File: config.mk
export PLATFORM = sky130hd
export DESIGN_NAME = saradc_sar_ctrl
export DESIGN_NICKNAME = d
export VERILOG_FILES = /design/src/rtl/saradc_pkg.sv /design/src/rtl/saradc_sar_reg.sv /design/src/rtl/saradc_sar_ctrl.sv
export SDC_FILE = /design/constraint.sdc
export NUM_CORES = 1
export LEC_CHECK = 0
export BUFFER_PORTS_ARGS = -buffer_cell sky130_fd_sc_hd__buf_2
export CORE_MARGIN = 2
export CORE_UTILIZATION = 59
export CTS_BUF_LIST = sky130_fd_sc_hd__clkbuf_8
export CTS_CLUSTER_DIAMETER = 60
export DETAILED_ROUTE_END_ITERATION = 10
export PLACE_DENSITY = 0.86
export SLEW_MARGIN = 40
export SYNTH_ARGS = -nofsm -noshare
export SYNTH_HDL_FRONTEND = slang
export SYNTH_SLANG_ARGS = --single-unit
File: constraint.sdc
create_clock -name CLK -period 2.74 [get_ports CLK]
set_input_delay 0.548 -clock CLK [delete_from_list [all_inputs] [get_ports CLK]]
set_output_delay 0.548 -clock CLK [all_outputs]
set_load 0.05 [all_outputs]
File: src/rtl/saradc_pkg.sv
// SAR ADC controller shared definitions.
// Holds the FSM state encoding and the default resolution/sample length.
package saradc_pkg;

  typedef enum logic [1:0] {
    IDLE = 2'd0,
    SMP  = 2'd1,
    CONV = 2'd2,
    DONE = 2'd3
  } state_t;

  localparam int NBITS_DEF   = 8;
  localparam int NSAMPLE_DEF = 2;

  // Sample counter width; covers NSAMPLE up to 15.
  localparam int SCNT_W = 4;

endpackage

File: src/rtl/saradc_sar_reg.sv
// SAR successive-approximation register: one-hot bit pointer and result.
// Ports: i_clk, i_rstn (sync, active-low), i_load (start new conversion),
//   i_step (one CONV step), i_cmpo (comparator), o_resp/o_resn (switch
//   controls), o_resp_nxt (result including the current decision),
//   o_last (pointer sits on bit 0).
module saradc_sar_reg
  import saradc_pkg::*;
#(
  parameter int NBITS = NBITS_DEF
) (
  input  logic             i_clk,
  input  logic             i_rstn,
  input  logic             i_load,
  input  logic             i_step,
  input  logic             i_cmpo,
  output logic [NBITS-1:0] o_resp,
  output logic [NBITS-1:0] o_resn,
  output logic [NBITS-1:0] o_resp_nxt,
  output logic             o_last
);

  localparam logic [NBITS-1:0] PTR_MSB =
    {1'b1, {(NBITS-1){1'b0}}};

  logic [NBITS-1:0] r_ptr;
  logic [NBITS-1:0] r_resp;
  logic [NBITS-1:0] r_resn;
  logic [NBITS-1:0] w_cmp_vec;
  logic [NBITS-1:0] w_resn_nxt;

  assign w_cmp_vec = {NBITS{i_cmpo}};

  // Only the pointed bit is decided; undecided bits stay 0/0 (midscale),
  // and P/N for one bit can never both be set.
  assign o_resp_nxt = r_resp | (r_ptr & w_cmp_vec);
  assign w_resn_nxt = r_resn | (r_ptr & ~w_cmp_vec);

  always_ff @(posedge i_clk) begin
    if (!i_rstn) begin
      r_ptr  <= '0;
      r_resp <= '0;
      r_resn <= '0;
    end else if (i_load) begin
      r_ptr  <= PTR_MSB;
      r_resp <= '0;
      r_resn <= '0;
    end else if (i_step) begin
      r_ptr  <= r_ptr >> 1;
      r_resp <= o_resp_nxt;
      r_resn <= w_resn_nxt;
    end
  end

  assign o_resp = r_resp;
  assign o_resn = r_resn;
  assign o_last = r_ptr[0];

endmodule

File: src/rtl/saradc_sar_ctrl.sv
// SAR ADC conversion controller: IDLE -> SMP -> CONV -> DONE -> IDLE.
// Ports: CLK, RSTN (sync, active-low), START, CMPO in; SAMPLE, RESULTP,
//   RESULTN, VALID, DOUT, BUSY out. Define SARADC_CONT_EN for
//   free-running conversions while START is held.
module saradc_sar_ctrl
  import saradc_pkg::*;
#(
  parameter int NBITS   = NBITS_DEF,
  parameter int NSAMPLE = NSAMPLE_DEF
) (
  input  logic             CLK,
  input  logic             RSTN,
  input  logic             START,
  input  logic             CMPO,
  output logic             SAMPLE,
  output logic [NBITS-1:0] RESULTP,
  output logic [NBITS-1:0] RESULTN,
  output logic             VALID,
  output logic [NBITS-1:0] DOUT,
  output logic             BUSY
);

  localparam logic [SCNT_W-1:0] SCNT_LAST =
    SCNT_W'(NSAMPLE - 1);
  localparam logic [SCNT_W-1:0] SCNT_ONE =
    SCNT_W'(1);

  state_t           r_state;
  state_t           w_state_nxt;
  logic [SCNT_W-1:0] r_scnt;
  logic [NBITS-1:0] r_dout;
  logic             w_load;
  logic             w_step;
  logic             w_last;
  logic [NBITS-1:0] w_resp;
  logic [NBITS-1:0] w_resn;
  logic [NBITS-1:0] w_resp_nxt;

  always_ff @(posedge CLK) begin
    if (!RSTN) begin
      r_state <= IDLE;
    end else begin
      r_state <= w_state_nxt;
    end
  end

  always_comb begin
    w_state_nxt = r_state;
    w_load      = 1'b0;
    case (r_state)
      IDLE: begin
        if (START) begin
          w_state_nxt = SMP;
          w_load      = 1'b1;
        end
      end
      SMP: begin
        if (r_scnt == SCNT_LAST) begin
          w_state_nxt = CONV;
        end
      end
      CONV: begin
        if (w_last) begin
          w_state_nxt = DONE;
        end
      end
      DONE: begin
`ifdef SARADC_CONT_EN
        if (START) begin
          w_state_nxt = SMP;
          w_load      = 1'b1;
        end else begin
          w_state_nxt = IDLE;
        end
`else
        w_state_nxt = IDLE;
`endif
      end
      default: begin
        w_state_nxt = IDLE;
      end
    endcase
  end

  // Counts SMP cycles; zero in every other state so each SMP starts at 0.
  always_ff @(posedge CLK) begin
    if (!RSTN) begin
      r_scnt <= '0;
    end else if (r_state == SMP) begin
      r_scnt <= r_scnt + SCNT_ONE;
    end else begin
      r_scnt <= '0;
    end
  end

  assign w_step = (r_state == CONV);

  saradc_sar_reg #(
    .NBITS (NBITS)
  ) u_reg (
    .i_clk      (CLK),
    .i_rstn     (RSTN),
    .i_load     (w_load),
    .i_step     (w_step),
    .i_cmpo     (CMPO),
    .o_resp     (w_resp),
    .o_resn     (w_resn),
    .o_resp_nxt (w_resp_nxt),
    .o_last     (w_last)
  );

  // Captured on the edge entering DONE so the new code is visible
  // exactly from the DONE cycle onward.
  always_ff @(posedge CLK) begin
    if (!RSTN) begin
      r_dout <= '0;
    end else if (w_step && w_last) begin
      r_dout <= w_resp_nxt;
    end
  end

  assign SAMPLE  = (r_state == SMP);
  assign VALID   = (r_state == DONE);
  assign BUSY    = (r_state != IDLE);
  assign RESULTP = w_resp;
  assign RESULTN = w_resn;
  assign DOUT    = r_dout;

endmodule
* After elaboration in Yosys (flattened, before gate mapping)
Cells that the tools add are included.
Storage, ports and cells: bits in registers 38, bits of input ports 4, logic and storage cells 36
Operators by class: add/sub/neg operators 1, eq/ne operators 7, mux-type cells 8, bitwise gates (word level) 6, reductions and logical operators 7
Operators by type and width (count):
- $and A8 B8 Y8 | 2
- $mux W8 | 2
- $or A8 B8 Y8 | 2
- $not A8 Y8 | 1
- $pmux W2 S4 | 1
- $mux W2 | 3
- $add A4 B1 Y4 const B | 1
- $eq A2 B2 Y1 const B | 2
- $eq A4 B1 Y1 const B | 1
- $ne A2 B1 Y1 const B | 2
- $reduce_bool A2 Y1 | 2
- $reduce_and A3 Y1 | 1
- $eq A2 B1 Y1 const B | 1
- $logic_not A2 Y1 | 1
- $mux W1 | 2
- $ne A2 B2 Y1 const B | 1
- $reduce_and A2 Y1 | 1
- $reduce_or A2 Y1 | 1
- $logic_and A1 B1 Y1 | 1
- $not A1 Y1 | 1

* Logic depth before layout (Yosys ltp)
Gate-level depths: netlist of run 1.
depth in word-level cells 3, gate-level depth with buffers 7

* Hierarchy
From an unflattened synthesis of run 1, not the netlist that was laid out.
Unflattened totals: cells, all modules 167, area, all modules 1562.7 um^2
Modules (own cells, without submodules):
- saradc_sar_reg | instances 1, cells an instance 96, area an instance 932.1 um^2, seq. area each 480.5 um^2
- saradc_sar_ctrl | instances 1, cells an instance 71, area an instance 630.6 um^2, seq. area each 280.3 um^2

* Worst setup path before layout of run 1
Ideal clock, no wire load.
kind flip-flop to output port, from register r_state[0], to output BUSY, data arrival time 0.954 ns, data required time 2.192 ns, path slack 1.238 ns, cell stages (with the launch flop) 4, path buffers 0, path through dfxtp_1 > inv_1 > ha_1 > inv_1
Between the ends: word-level cells in the longest chain between the ends 1
Ends and longest elaborated chain:
- from (decl) | RTL line saradc_sar_ctrl.sv:28 | state_t r_state;
- from (signal assigned) | RTL line saradc_sar_ctrl.sv:43 | r_state <= w_state_nxt;
- $reduce_bool A2 Y1 | RTL line saradc_sar_ctrl.sv:124 | assign BUSY = (r_state != IDLE);
- to (decl) | RTL line saradc_sar_ctrl.sv:20 | output logic BUSY
Every way passes these cells.

* Final worst setup path of run 1
from register r_state[0], to register r_dout[7] (netlist: DOUT[7])
Between the ends: word-level cells in the longest chain between the ends 2
Ends and longest elaborated chain:
- $eq A2 B2 Y1 | RTL line saradc_sar_ctrl.sv:96 | assign w_step = (r_state == CONV);
- $logic_and A1 B1 Y1 | RTL line saradc_sar_ctrl.sv:117 | end else if (w_step && w_last) begin
- to (signal assigned) | RTL line saradc_sar_ctrl.sv:118 | r_dout <= w_resp_nxt;
- to (decl) | RTL line saradc_sar_ctrl.sv:31 | logic [NBITS-1:0] r_dout;
Every way passes these cells. A chain may end at the register's enable or synchronous reset.

==> impl_results.md, run 1 <==
* Detailed placer's ending HPWL at 1890 um
* HP Start: u_reg.o_resn[2]$_SDFFE_PP0N_
* RD Place Congestion at 0.777
* First-pass GRT wire length at 4420 um
* Final min period at 1860 ps
* Top-area cell type share of the netlist area at 54.6%
* Initial antenna violation count at 0
* CTS H-tree lvls at 2
* Critical Path Source Type: flip-flop
* Avg Synthesized Cell Area at 9.22 um2
* Post-CTS Setup Inserts at 0
* Via-per-instance ratio at 5.40
* Flops & latches, synth at 38
* Placed instance count at 201
* Reg2reg end: DOUT[7]$_SDFFE_PN0P_
* Least-Margin Pin Slew at 719 ps
* Tot Pwr at 0.00126 W
* DIE AREA at 0.00277 mm2
* CTS root buffer: clkbuf_8
* Yosys synthesis warning count at 0
* Via count of the routed design at 1124
* TritonCTS Buffers at 5
* RSZ-0062 raised after global routing: no
* DRC violations left at 0
* Initial core utilization at 63.0%
* Headroom to the max-slew limit at 52.0%
* Post-layout nets at 190
* Setup crit end: DOUT[7]$_SDFFE_PN0P_
* R2R depth at 5
* Worst Path Max Fanout at 18
* Layout cells sized above 1 at 21.1%
* # IOs at 31
* Post-synth cell types at 22
* Worst EP required at 2960 ps
* Reg2Reg Setup Slack at 880 ps
* CTS tree: yes
* Max Clk Rate at 537 MHz
* Max Slew Vio Count at 0
* Final worst path period share at 68.0%
* Dominant cell type by area after synthesis: dfxtp_1
* Post-Place Setup Slack at 928 ps
* Fin Setup TNS at 0 ps
* Fillers at 175
* # rows at 17
* Cell Area, Synth at 0.00139 mm2
* PostCTS Resize Cnt at 0
* Clk_lat worst skew at 290 ps
* Final WL at 2710 um
* Register area at 761 um2
* Most common cell after layout, fill and taps aside: dfxtp_1
* Critical path type: reg2reg
* Antenna-violating nets left at 0
* Fin cells at 208
* P&R area growth vs syn at 16.6%
* First-pass iteration count of the detailed router at 4
* CTS hold repair buffers at 0
* Deepest clock path buffer count at 2
* Die W at 52.6 um
* LEAKAGE at 0.739 nW
* Worst Setup SP: r_state[0]$_SDFFE_PN0P_
* Max VDD drop at 0.700 mV
* Placeable Area at 0.00221 mm2
* Register area share after synthesis at 54.6%
* Skew final at 8.25 ps
* Worst setup slack after layout at 877 ps
* Total GRT Usage at 22.6%
* Worst hold-check path type: reg2reg
* IO buf count at 30
* Grt total ovfl at 0
* Die Span Y at 52.6 um
* Pwr dens at 775 mW/mm2
* Synth Net Count at 161
* DR WL/cell at 13.0 um
* Final Hold Fails at 0
* CTS sink count at 38
* WP data arrival at 2080 ps
* WHS at 464 ps
* Largest net degree at the start of global routing at 24
* Initial DRC count at 32
* CP max-delay cell: and2_1
* Top post-synthesis cells by area: dfxtp_1, a21oi_1, nor2_1
* Worst-path clk slew at 70 ps
* Max Cap Viol at 0
* Worst setup EP type: flip-flop
* Vias in the first global route at 1009
* Crit-path max cell delay at 530 ps
* Diodes inserted at 0
* RR Startpoint: r_state[0]$_SDFFE_PN0P_
* Crit-path cells: inv_1 > ha_1 > and2_1 > o21ai_0 > a21oi_1
* Area taken by multi-input logic gates at 573 um2
* Cell count after synthesis at 151
* Final setup viols at 0
* Most frequent cells in the layout: dfxtp_1, a21oi_1, buf_2
* Status: complete, no violations
-- metrics by stage --
step | cell area (um2) | utilization [%]
6_report | 1620 | 73.4
3_5_place_dp | 1550 | 69.9
3_3_place_gp | 1550 | 69.9
5_1_grt | 1620 | 73.4
2_1_floorplan | 1390 | -
4_1_cts | 1620 | 73.4
-- critical path: cells and delay by family (launching register included) --
kind	cells	cell delay (ps)
adders and majority gates	1	510
DFF	1	340
and+or+nand+nor	1	530
buffers and inverters	1	90
AOI/OAI and AO/OA	2	320
-- flip-flops by register name, indices dropped and copies added (netlist names) --
register      cells
DOUT              8
u_reg.o_resn      8
u_reg.o_resp      8
u_reg.r_ptr       8
r_scnt            4
r_state           2
-- kinds of logic (layout without fill, tap and decap cells) --
logic type	after synthesis	in the layout	share of synthesized area [%]
compound gates	42	42	16.7
xor+xnor	2	2	1.26
fa+ha+maj	6	6	5.39
buf+inv	15	44	4.22
flops	38	38	54.6
mux	8	8	5.75
simple gates	40	40	12.0
-- worst min-delay path by stage --
stage                                              end  slack [ps]  cells after the start
after floorplan                   r_scnt[0]$_SDFF_PN0_         430                      1
after global placement    u_reg.o_resn[7]$_SDFFE_PP0N_         440                      2
after CTS                 u_reg.o_resn[4]$_SDFFE_PP0N_         470                      2
after global routing      u_reg.o_resn[4]$_SDFFE_PP0N_         490                      2
final                     u_reg.o_resn[2]$_SDFFE_PP0N_         460                      2
after detailed placement  u_reg.o_resn[7]$_SDFFE_PP0N_         450                      2
-- cells in the mapped netlist --
master / n
a222oi_1: 1
inv_1: 7
nand3_1: 1
or3b_1: 1
a21oi_1: 30
and2b_1: 1
mux2i_1: 8
ha_1: 6
nand2_1: 6
o21ai_0: 7
buf_2: 2
xnor2_1: 1
nand2b_1: 1
dfxtp_1: 38
xor2_1: 1
o211a_1: 2
a21boi_0: 1
buf_1: 1
nor2_1: 28
and2_1: 2
clkbuf_1: 5
a211o_2: 1
-- layout make-up --
| cell class | count | area share (%) |
|---|---|---|
| repair buffers | 30 | 9.24 |
| multi-input cells | 98 | 35.3 |
| clock inverters | 2 | 0.616 |
| clock buffers | 5 | 4.24 |
| inverters | 7 | 1.62 |
| flip-flops and latches | 38 | 46.8 |
| well taps | 28 | 2.16 |
-- routing by layer --
| metal | track usage, % | wire length, um | vias up |
|---|---|---|---|
| met5 | 0 | 0 | - |
| met4 | 9.83 | 38 | 0 |
| met3 | 8.57 | 146 | 6 |
| met2 | 36.0 | 1330 | 24 |
| met1 | 27.1 | 1190 | 534 |
| li1 | - | - | 560 |
-- report_power, final --
part	leakage [nW]	internal, W	switching (W)	total, W
clock network	0.0438	0.000170	0.000182	0.000353
logic	0.389	0.0000981	0.000205	0.000303
registers	0.307	0.000576	0.0000263	0.000603
total	0.739	0.000845	0.000413	0.00126
Note: power is estimated with default switching activity, not from simulation.
==> run 2: changes to the inputs <==
--- a/config.mk
+++ b/config.mk
@@ -5,13 +5,14 @@
 export SDC_FILE = /design/constraint.sdc
 export NUM_CORES = 1
 export LEC_CHECK = 0
+export ABC_AREA = 1
 export BUFFER_PORTS_ARGS = -buffer_cell sky130_fd_sc_hd__buf_2
 export CORE_MARGIN = 2
-export CORE_UTILIZATION = 59
+export CORE_UTILIZATION = 50
 export CTS_BUF_LIST = sky130_fd_sc_hd__clkbuf_8
 export CTS_CLUSTER_DIAMETER = 60
 export DETAILED_ROUTE_END_ITERATION = 10
-export PLACE_DENSITY = 0.86
+export PLACE_DENSITY = 0.77
 export SLEW_MARGIN = 40
 export SYNTH_ARGS = -nofsm -noshare
 export SYNTH_HDL_FRONTEND = slang
==> constraint.sdc (replaced) <==
create_clock -name CLK -period 1.7 [get_ports CLK]
set_input_delay 0.34 -clock CLK [delete_from_list [all_inputs] [get_ports CLK]]
set_output_delay 0.34 -clock CLK [all_outputs]
set_load 0.05 [all_outputs]
==> run 2 against run 1 <==
Via count is 8.0% higher. Final cell count is 11% higher. Design area is 5.9% higher. Power is 90% higher. Largest power group unchanged. Critical path type is now reg2out. Sequential share of layout area is 2.6 points lower. Combinational power is 120% higher.
==> impl_results.md, run 2 <==
* DIE AREA at 0.00343 mm2
* Count leader, synth: dfxtp_1
* Most common cell after layout, fill and taps aside: dfxtp_1
* Post-synthesis simple-gate area fraction at 18.9%
* RSZ-0062 raised after global routing: no
* Worst hold-check path type: in2reg
* Main combinational cell family by area after synthesis: simple AND/OR/NAND/NOR gates
* Post-Place Setup Slack at 289 ps
* P&R area growth vs syn at 15.6%
* Area taken by multi-input logic gates at 601 um2
* Placed instance count at 223
* Yosys synthesis warning count at 0
* Placeable Area at 0.00278 mm2
* Top-area cell type share of the netlist area at 51.1%
* CP max-delay cell: dfxtp_1
* Max VDD drop at 1.25 mV
* Cell Area, Synth at 0.00149 mm2
* Worst path most repeated cell: inv_1
* Headroom to the max-slew limit at 68.9%
* First-pass iteration count of the detailed router at 4
* Post-synth cell types at 23
* DRC violations left at 0
* Pint at 0.00156 W
* Critical Path Source Type: flip-flop
* DR WL/cell at 12.4 um
* Dominant cell type by area after synthesis: dfxtp_1
* Hold Path End: u_reg.r_ptr[7]$_SDFFE_PN0P_
* Synth Net Count at 179
* Least-Margin Pin Slew at 465 ps
* CTS sink count at 38
* WP data arrival at 1270 ps
* Reg2Reg Setup Slack at 280 ps
* Worst Path Max Fanout at 4
* Final setup viols at 0
* Die W at 58.5 um
* Post-synthesis adder-cell area fraction at 5.05%
* IO buf count at 30
* Worst EP required at 1360 ps
* Skew final at 8.76 ps
* Cell count after synthesis at 169
* RR Startpoint: r_state[0]$_SDFFE_PN0P_
* HP Start: START
* Detailed placer's ending HPWL at 2100 um
* Reg2reg end: u_reg.o_resp[7]$_SDFFE_PP0N_
* Clk pwr share at 30.8%
* Initial DRC count at 32
* EDFF count, synth at 0
* Switching share of power at 34.9%
* # IOs at 31
* Flops & latches, synth at 38
* Status: complete, no violations
* Final Hold Fails at 0
* RD Place Congestion at 0.710
* Worst setup slack after layout at 92.4 ps
* Synth async-reset ratio at 0%
* List of most frequent post-synthesis cells: dfxtp_1, nand2_1, a21oi_1
* Net Sw Power at 0.000833 W
* Hold Path Depth at 3
* Post-layout nets at 209
* Cell area after placement at 0.00161 mm2
* Max Slew Vio Count at 0
* CTS tree: yes
* R2R depth at 5
* Tot Pwr at 0.00239 W
* Via-per-instance ratio at 5.26
* Post-CTS Setup Inserts at 0
* Final WL at 2870 um
* Top post-synthesis cells by area: dfxtp_1, a21oi_1, nand2_1
* Vias in the first global route at 1083
* Worst setup EP type: output pin
* Via count of the routed design at 1214
* Post-synthesis mux area share at 0%
* # rows at 19
* Clk_lat worst skew at 290 ps
* Fin cells at 231
* Pwr dens at 1390 mW/mm2
* First-pass GRT wire length at 4750 um
* Register area at 761 um2
* Fin Setup TNS at 0 ps
* Xor/xnor cell area share of the yosys netlist at 0.589%
* Register area share after synthesis at 51.1%
* TritonCTS Buffers at 5
* Total GRT Usage at 18.1%
* Fillers at 251
* Worst-path clk slew at 70 ps
* Antenna-violating nets left at 0
* Sequential share of power at 40.9%
* Avg Synthesized Cell Area at 8.80 um2
* Final min period at 1610 ps
* CTS H-tree lvls at 2
* Critical path type: reg2out
* Grt total ovfl at 0
* Logic gate share of total power at 28.3%
* Die Span Y at 58.5 um
* Finished Cell Area at 0.00172 mm2
* Max Clk Rate at 622 MHz
* Layout cells sized above 1 at 25.5%
* Crit-path cells: inv_1 > ha_1 > inv_1 > clkbuf_4
* Most frequent cells in the layout: dfxtp_1, buf_2, nand2_1
* Final worst path period share at 94.6%
* Synth Area in Compound Gates at 15.8%
* Diodes inserted at 0
* Max Cap Viol at 0
* Largest net degree at the start of global routing at 24
* Initial antenna violation count at 0
* Initial core utilization at 53.5%
* LEAKAGE at 0.759 nW
* Crit-path max cell delay at 380 ps
* Top FF cell, synth: dfxtp_1
* CTS root buffer: clkbuf_8
* Deepest clock path buffer count at 2
run 2: cell types whose count changed after synthesis, sizes merged, moves of 5 or more:
| cell | delta |
|---|---|
| a31oi | +8 |
| inv | +5 |
| mux2i | -8 |
| nand2 | +22 |
| nor2 | -6 |
| nor3 | +7 |
run 2: critical path, delay by kind of cell, from the launching register on:
kind                       cells  cell delay (ps)
adders and majority gates      1              240
DFF                            1              380
buffers and inverters          3              360
run 2: worst max-delay path by stage:
stage,startpoint,endpoint,cells past startpoint
2_1_floorplan,r_state[1]$_SDFFE_PN0P_,r_state[0]$_SDFFE_PN0P_,5
3_3_place_gp,r_state[0]$_SDFFE_PN0P_,u_reg.o_resp[7]$_SDFFE_PP0N_,5
3_5_place_dp,r_state[0]$_SDFFE_PN0P_,u_reg.o_resp[4]$_SDFFE_PP0N_,5
4_1_cts,r_state[0]$_SDFFE_PN0P_,BUSY,4
5_1_grt,r_state[0]$_SDFFE_PN0P_,BUSY,4
6_report,r_state[0]$_SDFFE_PN0P_,BUSY,4
run 2: layout make-up:
cell class              instances  area share (%)
multi-input cells             111            34.9
clock inverters                 3            2.33
clock buffers                   5            4.00
well taps                      31            2.26
repair buffers                 31            9.32
inverters                      12            2.91
flip-flops and latches         38            44.3
run 2: cells by family (layout without fill, tap and decap cells):
logic type / Yosys count / count (layout)
buffers and inverters: 20 / 51
AOI/OAI and AO/OA: 43 / 43
xor gates and xnor gates: 1 / 1
adders and majority gates: 6 / 6
and+or+nand+nor: 61 / 61
DFF: 38 / 38
run 2: power groups by stage:
stage	Combinational, W	Clock (W)	Sequential (W)
5_1_grt	0.000770	0.000778	0.000981
6_report	0.000677	0.000736	0.000976
2_1_floorplan	0.000612	0	0.000991
3_5_place_dp	0.000670	0	0.000998
3_3_place_gp	0.000648	0	0.000993
4_1_cts	0.000673	0.000746	0.000977
run 2: what timing repair did:
action,in CTS,in global routing
hold buffers,0,0
resized for setup,0,1
setup endpoints to repair,0,1
run 2: stage by stage:
stage | hold slack (ps) | util, %
finish | 375 | 61.8
global route | 400 | 61.8
CTS | 371 | 61.7
detailed placement | 458 | 57.8
global placement | 444 | 57.8
floorplan | 433 | -
run 2: metal layers:
layer	global-route usage, %	routed length (um)	vias up
met2	29.2	1340	33
li1	-	-	613
met4	6.98	42	0
met5	0	0	-
met3	4.62	171	5
met1	23.3	1310	563
